**config.mk**
```make
export PLATFORM = sky130hd
export DESIGN_NAME = checkout_totalizer
export DESIGN_NICKNAME = d
export VERILOG_FILES = /design/src/rtl/checkout_totalizer.sv
export SDC_FILE = /design/constraint.sdc
export NUM_CORES = 1
export LEC_CHECK = 0
export BUFFER_PORTS_ARGS = -buffer_cell sky130_fd_sc_hd__buf_4
export CAP_MARGIN = 20
export CORE_ASPECT_RATIO = 1.1
export CORE_MARGIN = 2
export CORE_UTILIZATION = 60
export CTS_BUF_LIST = sky130_fd_sc_hd__clkbuf_2 sky130_fd_sc_hd__clkbuf_4 sky130_fd_sc_hd__clkbuf_8
export CTS_CLUSTER_SIZE = 40
export DETAILED_ROUTE_END_ITERATION = 6
export PLACE_DENSITY = 0.95
export SYNTH_ARGS = -nofsm -noshare
export SYNTH_HDL_FRONTEND = slang
export SYNTH_SLANG_ARGS = --single-unit
```
**constraint.sdc**
```tcl
create_clock -name clk -period 5.6 [get_ports clk]
set_clock_uncertainty 0.05 [all_clocks]
set_input_delay 0.28 -clock clk [delete_from_list [all_inputs] [get_ports clk]]
set_output_delay 0.28 -clock clk [all_outputs]
set_load 0.05 [all_outputs]
```
**src/rtl/checkout_totalizer.sv**
```systemverilog
// rtl/checkout_totalizer.sv - per-sale price/item accumulator fed by the product lookup results
module checkout_totalizer #(
    parameter int TOT_W     = 10,
    parameter int MAX_ITEMS = 31
) (
    input  logic             clk,
    input  logic             clr,
    input  logic             item_valid,
    input  logic             close,
    input  logic [3:0]       P,
    input  logic [1:0]       V,
    input  logic [11:0]      QR,
    output logic [TOT_W-1:0] total,
    output logic [4:0]       item_count,
    output logic [4:0]       today_count,
    output logic [4:0]       expired_count,
    output logic [4:0]       reject_count,
    output logic [2:0]       last_code,
    output logic             busy,
    output logic             full,
    output logic             ovf,
    output logic             sale_done
);

    typedef enum logic [1:0] {
        S_IDLE = 2'd0,
        S_OPEN = 2'd1,
        S_DONE = 2'd2
    } state_t;

    localparam logic [4:0] MAX_CNT = 5'(MAX_ITEMS);

    state_t           state_q, state_d;
    logic [TOT_W-1:0] total_q, total_d;
    logic [4:0]       item_count_q, item_count_d;
    logic [4:0]       today_count_q, today_count_d;
    logic [4:0]       expired_count_q, expired_count_d;
    logic [4:0]       reject_count_q, reject_count_d;
    logic [2:0]       last_code_q, last_code_d;
    logic             ovf_q, ovf_d;
    logic             sale_done_q, sale_done_d;

    logic             start_sale;
    logic             take_item;
    logic [3:0]       addend;
    logic [TOT_W:0]   sum;

    // Only the product code is kept; the date fields are consumed upstream.
    logic unused_qr_date;
    assign unused_qr_date = ^QR[11:3];

    function automatic logic [4:0] sat_inc(input logic [4:0] c);
        return (c == 5'd31) ? c : c + 5'd1;
    endfunction

    // Next-state and sale bookkeeping: a new sale is cleared first, then the item applied on top.
    always_comb begin
        state_d         = state_q;
        total_d         = total_q;
        item_count_d    = item_count_q;
        today_count_d   = today_count_q;
        expired_count_d = expired_count_q;
        reject_count_d  = reject_count_q;
        last_code_d     = last_code_q;
        ovf_d           = ovf_q;
        sale_done_d     = 1'b0;
        start_sale      = 1'b0;
        take_item       = 1'b0;
        addend          = 4'd0;
        sum             = '0;

        case (state_q)
            S_IDLE: begin
                if (item_valid) begin
                    start_sale = 1'b1;
                    take_item  = 1'b1;
                    state_d    = S_OPEN;
                end
            end
            S_OPEN: begin
                take_item = item_valid;
                if (close) begin
                    state_d     = S_DONE;
                    sale_done_d = 1'b1;
                end
            end
            S_DONE: begin
                if (item_valid) begin
                    start_sale = 1'b1;
                    take_item  = 1'b1;
                    if (close) begin
                        state_d     = S_DONE;
                        sale_done_d = 1'b1;
                    end else begin
                        state_d = S_OPEN;
                    end
                end
            end
            default: state_d = S_IDLE;
        endcase

        if (start_sale) begin
            total_d         = '0;
            item_count_d    = 5'd0;
            today_count_d   = 5'd0;
            expired_count_d = 5'd0;
            reject_count_d  = 5'd0;
            last_code_d     = 3'd0;
            ovf_d           = 1'b0;
        end

        if (take_item) begin
            case (V)
                2'b10, 2'b01: begin
                    // Once the sale is full, billable items vanish without trace.
                    if (item_count_d < MAX_CNT) begin
                        addend = (V == 2'b10) ? P : (P >> 1);
                        sum    = {1'b0, total_d} + {{(TOT_W-3){1'b0}}, addend};
                        if (sum[TOT_W]) begin
                            total_d = '1;
                            ovf_d   = 1'b1;
                        end else begin
                            total_d = sum[TOT_W-1:0];
                        end
                        item_count_d = sat_inc(item_count_d);
                        if (V == 2'b01) begin
                            today_count_d = sat_inc(today_count_d);
                        end
                        last_code_d = QR[2:0];
                    end
                end
                2'b00:   expired_count_d = sat_inc(expired_count_d);
                default: reject_count_d  = sat_inc(reject_count_d);
            endcase
        end
    end

    // State and sale registers; clr discards any sale in progress.
    always_ff @(posedge clk or posedge clr) begin
        if (clr) begin
            state_q         <= S_IDLE;
            total_q         <= '0;
            item_count_q    <= 5'd0;
            today_count_q   <= 5'd0;
            expired_count_q <= 5'd0;
            reject_count_q  <= 5'd0;
            last_code_q     <= 3'd0;
            ovf_q           <= 1'b0;
            sale_done_q     <= 1'b0;
        end else begin
            state_q         <= state_d;
            total_q         <= total_d;
            item_count_q    <= item_count_d;
            today_count_q   <= today_count_d;
            expired_count_q <= expired_count_d;
            reject_count_q  <= reject_count_d;
            last_code_q     <= last_code_d;
            ovf_q           <= ovf_d;
            sale_done_q     <= sale_done_d;
        end
    end

    assign total         = total_q;
    assign item_count    = item_count_q;
    assign today_count   = today_count_q;
    assign expired_count = expired_count_q;
    assign reject_count  = reject_count_q;
    assign last_code     = last_code_q;
    assign ovf           = ovf_q;
    assign sale_done     = sale_done_q;
    assign busy          = (state_q == S_OPEN);
    assign full          = (item_count_q >= MAX_CNT);

endmodule

```
==> impl_metrics.json, run 1 <==
{
  "muxShareOfSynthArea": 0.04006,
  "netlist_area_mm2": 0.002374,
  "coreArea_mm2": 0.003712,
  "root_buffer": "clkbuf_8",
  "synth_simple_gate_area_frac": 0.2124,
  "crit_path_start": "state_q[0]",
  "port_buffers": 49,
  "wl_met1_mm": 2.189,
  "synth_warnings": 0,
  "setup_viol": 0,
  "r2r_start": "state_q[0]",
  "p_per_area_mw_per_mm2": 414.9,
  "routed_wl_mm": 5.279,
  "area_delta_synth_final_pct": 19.93,
  "wl_per_cell_um": 15.00,
  "grt_overflow": 0,
  "io_pins": 59,
  "drcViolationCount": 0,
  "slew_headroom": 0.4189,
  "start_kind": "flop",
  "fin_tns_setup_ns": 0,
  "worstPathArrival_ns": 3.84,
  "rows": 23,
  "numCtsBuffers": 5,
  "n_antenna_cell": 0,
  "syn-num-nets": 292,
  "yosysSeqAreaShare": 0.3901,
  "clk_latency_ns": 0.29,
  "synth_top_flop_cell": "dfrtp_1",
  "place_area_mm2": 0.002760,
  "antenna_found_initial": 0,
  "vias": 2119,
  "track_usage": 0.2541,
  "cts_hold_buf": 0,
  "end_kind": "flop",
  "rsz0062_at_grt": "false",
  "die_y_um": 69.97,
  "fin_hold_ws_ns": 0.05321,
  "dpl.hpwl_mm": 3.801,
  "die_area_mm2": 0.004476,
  "clk_path_buf_depth": 2,
  "synth_xor_area_frac": 0.01107,
  "yosys-top-cells-count": "dfrtp_1, nand2_1, a21oi_1",
  "detail_route.vias_per_cell": 6.020,
  "fin_crit_ns": 3.683,
  "cts_tree": "built",
  "ys_async_sr_fraction": 1.000,
  "clk_pin_slew_worst_paths_ns": 0.07,
  "cap_violations": 0,
  "h-tree-depth": 2,
  "syn-instance-count": 252,
  "gp_congestion": 0.8413,
  "final_util": 0.7668,
  "hold_class": "in2async",
  "synth_compound_area_frac": 0.2014,
  "drive_gt1_frac": 0.2483,
  "synthDistinctLibCells": 54,
  "yosys.cell_count.top_type": "dfrtp_1",
  "drtIter0Drc": 202,
  "worst-setup-path-type": "reg2reg",
  "top_layer_used": "met4",
  "wl_met3_um": 285,
  "grt_first_pass_wirelength_mm": 9.025,
  "synth_top_area_share": 0.3901,
  "synth_edf_count": 0,
  "wl_met2_mm": 2.690,
  "post_cts_buffers": 0,
  "grt_max_degree": 38,
  "ir_drop_v": 0.0002585,
  "required_ns": 5.76,
  "hold_viol": 0,
  "p_leak_nw": 1.425,
  "synth_top_family_by_area": "simple AND/OR/NAND/NOR gates",
  "drtPass1Iterations": 4,
  "worst_slew_pin_slew_ns": 0.8715,
  "ant_nets": 0,
  "synth_seq_cells": 37,
  "final_max_slew_viol_count": 0,
  "fin_ws_ns": 1.917,
  "instances_no_fill": 352,
  "initial_utilization": 0.6394,
  "fin_nets": 341,
  "synthAdderAreaFrac": 0.09805,
  "grt_pass1_vias": 2009,
  "fmax_ghz": 0.2715,
  "power_mw": 1.181,
  "status": "complete, no violations",
  "cts.sinks": 37,
  "synth_area_per_cell_um2": 9.419,
  "crit_path_max_fanout": 22,
  "chipWidth_um": 63.97,
  "cts_resized": 0,
  "fin_crit_sh": 0.6577,
  "synth_top_area_cell": "dfrtp_1",
  "place_ws_ns": 1.955,
  "dp.cells": 344,
  "synth_top_cells_by_area": "dfrtp_1, ha_1, nand2_1, a21oi_1, and2_1",
  "design_area_mm2": 0.002846
}
-- flip-flops by register name (all words and copies together), names as in the netlist --
name	flops
total	10
expired_count	5
item_count	5
reject_count	5
today_count	5
last_code	3
state_q	2
ovf	1
sale_done	1
-- final cells by class --
cell class / count / area, µm²
sequential: 37 / 925.9
clock buffer: 6 / 76.32
multi-input combinational: 192 / 1336
timing repair buffer: 51 / 382.9
fill: 253 / 865.8
tap: 50 / 62.56
inverter: 14 / 52.55
clock inverter: 2 / 10.01
-- routing by layer --
metal,vias up,track usage
met5,-,0
met4,0,0.1039
met3,13,0.05314
met2,83,0.4190
met1,1014,0.3218
li1,1009,-
-- power by group --
group	total (mW)	switching, mW	internal (mW)
Sequential	0.377	0.0546	0.322
Clock	0.186	0.0946	0.0911
Combinational	0.619	0.416	0.202
-- critical path, stage by stage (launching register included) --
cell      delay [ns]
dfrtp_1         0.44
inv_1           0.11
ha_1            0.29
o21ai_2         0.73
buf_4           0.36
nand2_1         0.12
fa_1            0.43
nand2b_1        0.18
a21oi_1         0.47
nand2_1         0.20
a31oi_1         0.22
-- placed cells by master, fill, tap and decap left out, types with 2 or more instances in the layout --
master and instances:
buf_4 51, clkbuf_8 5, and2_1 12, o2bb2ai_1 2
o21a_1 2, a22o_1 2, a22oi_1 2, a32o_1 2
a31oi_1 4, mux2i_1 5, nor3_1 5, and3_1 4
o21ai_0 9, nand3_1 7, clkinv_2 2, a41oi_1 3
xor2_1 3, nand2_1 35, nor2_1 17, and3b_2 2
o31ai_1 2, dfrtp_1 37, nor4_1 2, inv_1 14
nand4_1 7, mux2_2 4, a21oi_1 19, ha_1 17
-- final timing paths --
kind | to | slack (ns) | cells after the start
setup / recovery | total[3] | 1.92 | 10
hold / removal | reject_count[0] | 0.05 | 3
setup reg to reg | total[3] | 1.92 | 10
hold reg to reg | ovf | 0.47 | 2
max in group asynchronous | state_q[0] | 5.12 | 3
min in group clk | last_code[0] | 0.14 | 3
-- cells by family (layout without fill, tap and decap cells) --
kind of cell               count (synthesis)  in the layout
xor gates and xnor gates                   3              3
buffers and inverters                     23             73
AOI/OAI and AO/OA                         64             64
and+or+nand+nor                           98             98
muxes                                      9              9
DFF                                       37             37
adders and majority gates                 18             18
(Power assumes the default switching activity.)
==> run 2: changes to the inputs <==
CORE_UTILIZATION = 50   (was 60)
PLACE_DENSITY = 0.88   (was 0.95)
clock period = 3.1 ns   (was 5.6 ns; I/O delays follow)
==> run 2 against run 1 <==
Sequential share of layout area shrank 0.94 points. Sequential power grew 80%. Clock power grew 87%.
==> impl_metrics.json, run 2 (synthesized netlist as in run 1, its figures left out) <==
{
  "routed_wl_mm": 5.476,
  "end_kind": "flop",
  "clk_path_buf_depth": 2,
  "grt_pass1_vias": 2115,
  "final_max_slew_viol_count": 0,
  "power_mw": 2.181,
  "ant_nets": 0,
  "worst-setup-path-type": "reg2reg",
  "chipWidth_um": 69.69,
  "area_delta_synth_final_pct": 23.67,
  "antenna_found_initial": 0,
  "hold_class": "in2reg",
  "coreArea_mm2": 0.004619,
  "numCtsBuffers": 5,
  "cts_tree": "built",
  "slew_headroom": 0.6374,
  "p_per_area_mw_per_mm2": 743.2,
  "die_y_um": 76.26,
  "rows": 26,
  "io_pins": 59,
  "track_usage": 0.2133,
  "fin_crit_ns": 2.937,
  "status": "complete, no violations",
  "grt_first_pass_wirelength_mm": 9.266,
  "vias": 2121,
  "rsz0062_at_grt": "false",
  "drtIter0Drc": 110,
  "die_area_mm2": 0.005315,
  "fin_tns_setup_ns": 0,
  "port_buffers": 49,
  "setup_viol": 0,
  "required_ns": 3.21,
  "fmax_ghz": 0.3404,
  "grt_max_degree": 38,
  "drcViolationCount": 0,
  "cap_violations": 0,
  "initial_utilization": 0.5138,
  "instances_no_fill": 362,
  "h-tree-depth": 2,
  "fin_nets": 346,
  "nFillCells": 381,
  "fin_hold_ws_ns": 0.01630,
  "final_common_cell": "buf_4",
  "gp_congestion": 0.8818,
  "drive_gt1_frac": 0.2614,
  "hold_viol": 0,
  "start_kind": "flop",
  "grt_overflow": 0,
  "dp.cells": 354,
  "post_cts_buffers": 0,
  "detail_route.vias_per_cell": 5.859,
  "worstPathArrival_ns": 3.05,
  "final_cell_mix": "buf_4, dfrtp_1, nand2_1",
  "wl_per_cell_um": 15.13,
  "drtPass1Iterations": 4,
  "worst_slew_pin_slew_ns": 0.5433,
  "dpl.hpwl_mm": 4.083,
  "ir_drop_v": 0.0004024,
  "p_leak_nw": 1.460,
  "n_antenna_cell": 0,
  "crit_path_max_fanout": 6,
  "cts.sinks": 37,
  "clk_pin_slew_worst_paths_ns": 0.07,
  "fin_crit_sh": 0.9475,
  "clk_latency_ns": 0.29,
  "root_buffer": "clkbuf_8",
  "largest_reg_flops": 10
}
run 2: changes by cell type in the layout (fill, tap and decap cells not counted), sizes merged:
cell,previous run,this run
clkinv,2,0
clkbuf,6,7
buf,51,55
dlygate4sd3,0,1
run 2: critical path: stages (launching register included):
cell and delay [ns]:
dfrtp_1 0.45, inv_1 0.09, ha_1 0.24, o21ai_2 0.27, and2_1 0.21, ha_1 0.21, inv_1 0.07, fa_1 0.39
nand2b_1 0.19, o2bb2ai_1 0.16, a2111oi_0 0.39, nor2b_1 0.09
run 2: per-layer routing:
metal	up-vias	part of all wire	global-route usage
met5	-	0	0
met4	0	0.030	0.09615
met3	14	0.051	0.04497
met2	61	0.51	0.3788
met1	1028	0.41	0.2447
li1	1018	-	-
run 2: path summary, 6_finish.rpt:
kind	start	to	slack [ns]	cells after the start
max reg2reg	state_q[1]	total[4]	0.16	11
min in group asynchronous	clr	reject_count[0]	0.42	3
min reg2reg	ovf	ovf	0.43	2
max	state_q[1]	total[4]	0.16	11
max in group asynchronous	clr	state_q[0]	1.94	5
min	QR[0]	last_code[0]	0.02	3
run 2: what timing repair did:
item | 4_1_cts | 5_1_grt
hold buffers | 1 | 0
setup endpoints to repair | 0 | 7
endpoints found under the hold margin | 10 | 0
resized for setup | 0 | 2
run 2: power by group:
group	switching (mW)	total [mW]	internal [mW]
Clock	0.163	0.348	0.185
Combinational	0.767	1.16	0.390
Sequential	0.0935	0.677	0.583
run 2: layout make-up:
| class | count | area, µm² | share of cell area |
|---|---|---|---|
| tap | 56 | 70.07 | 0.02387 |
| sequential | 37 | 927.1 | 0.3159 |
| timing repair buffer | 56 | 455.4 | 0.1552 |
| multi-input combinational | 192 | 1340 | 0.4565 |
| inverter | 14 | 52.55 | 0.01790 |
| clock buffer | 7 | 90.09 | 0.03069 |
run 2: stage by stage:
step                setup WS [ns]  instance area (µm²)    util
floorplan                  0.1500                 2374       -
global placement           0.2400                 2803  0.6067
detailed placement         0.1224                 2830  0.6127
CTS                       0.07207                 2930  0.6343
global route              0.04210                 2935  0.6354
finish                     0.1627                 2935  0.6354
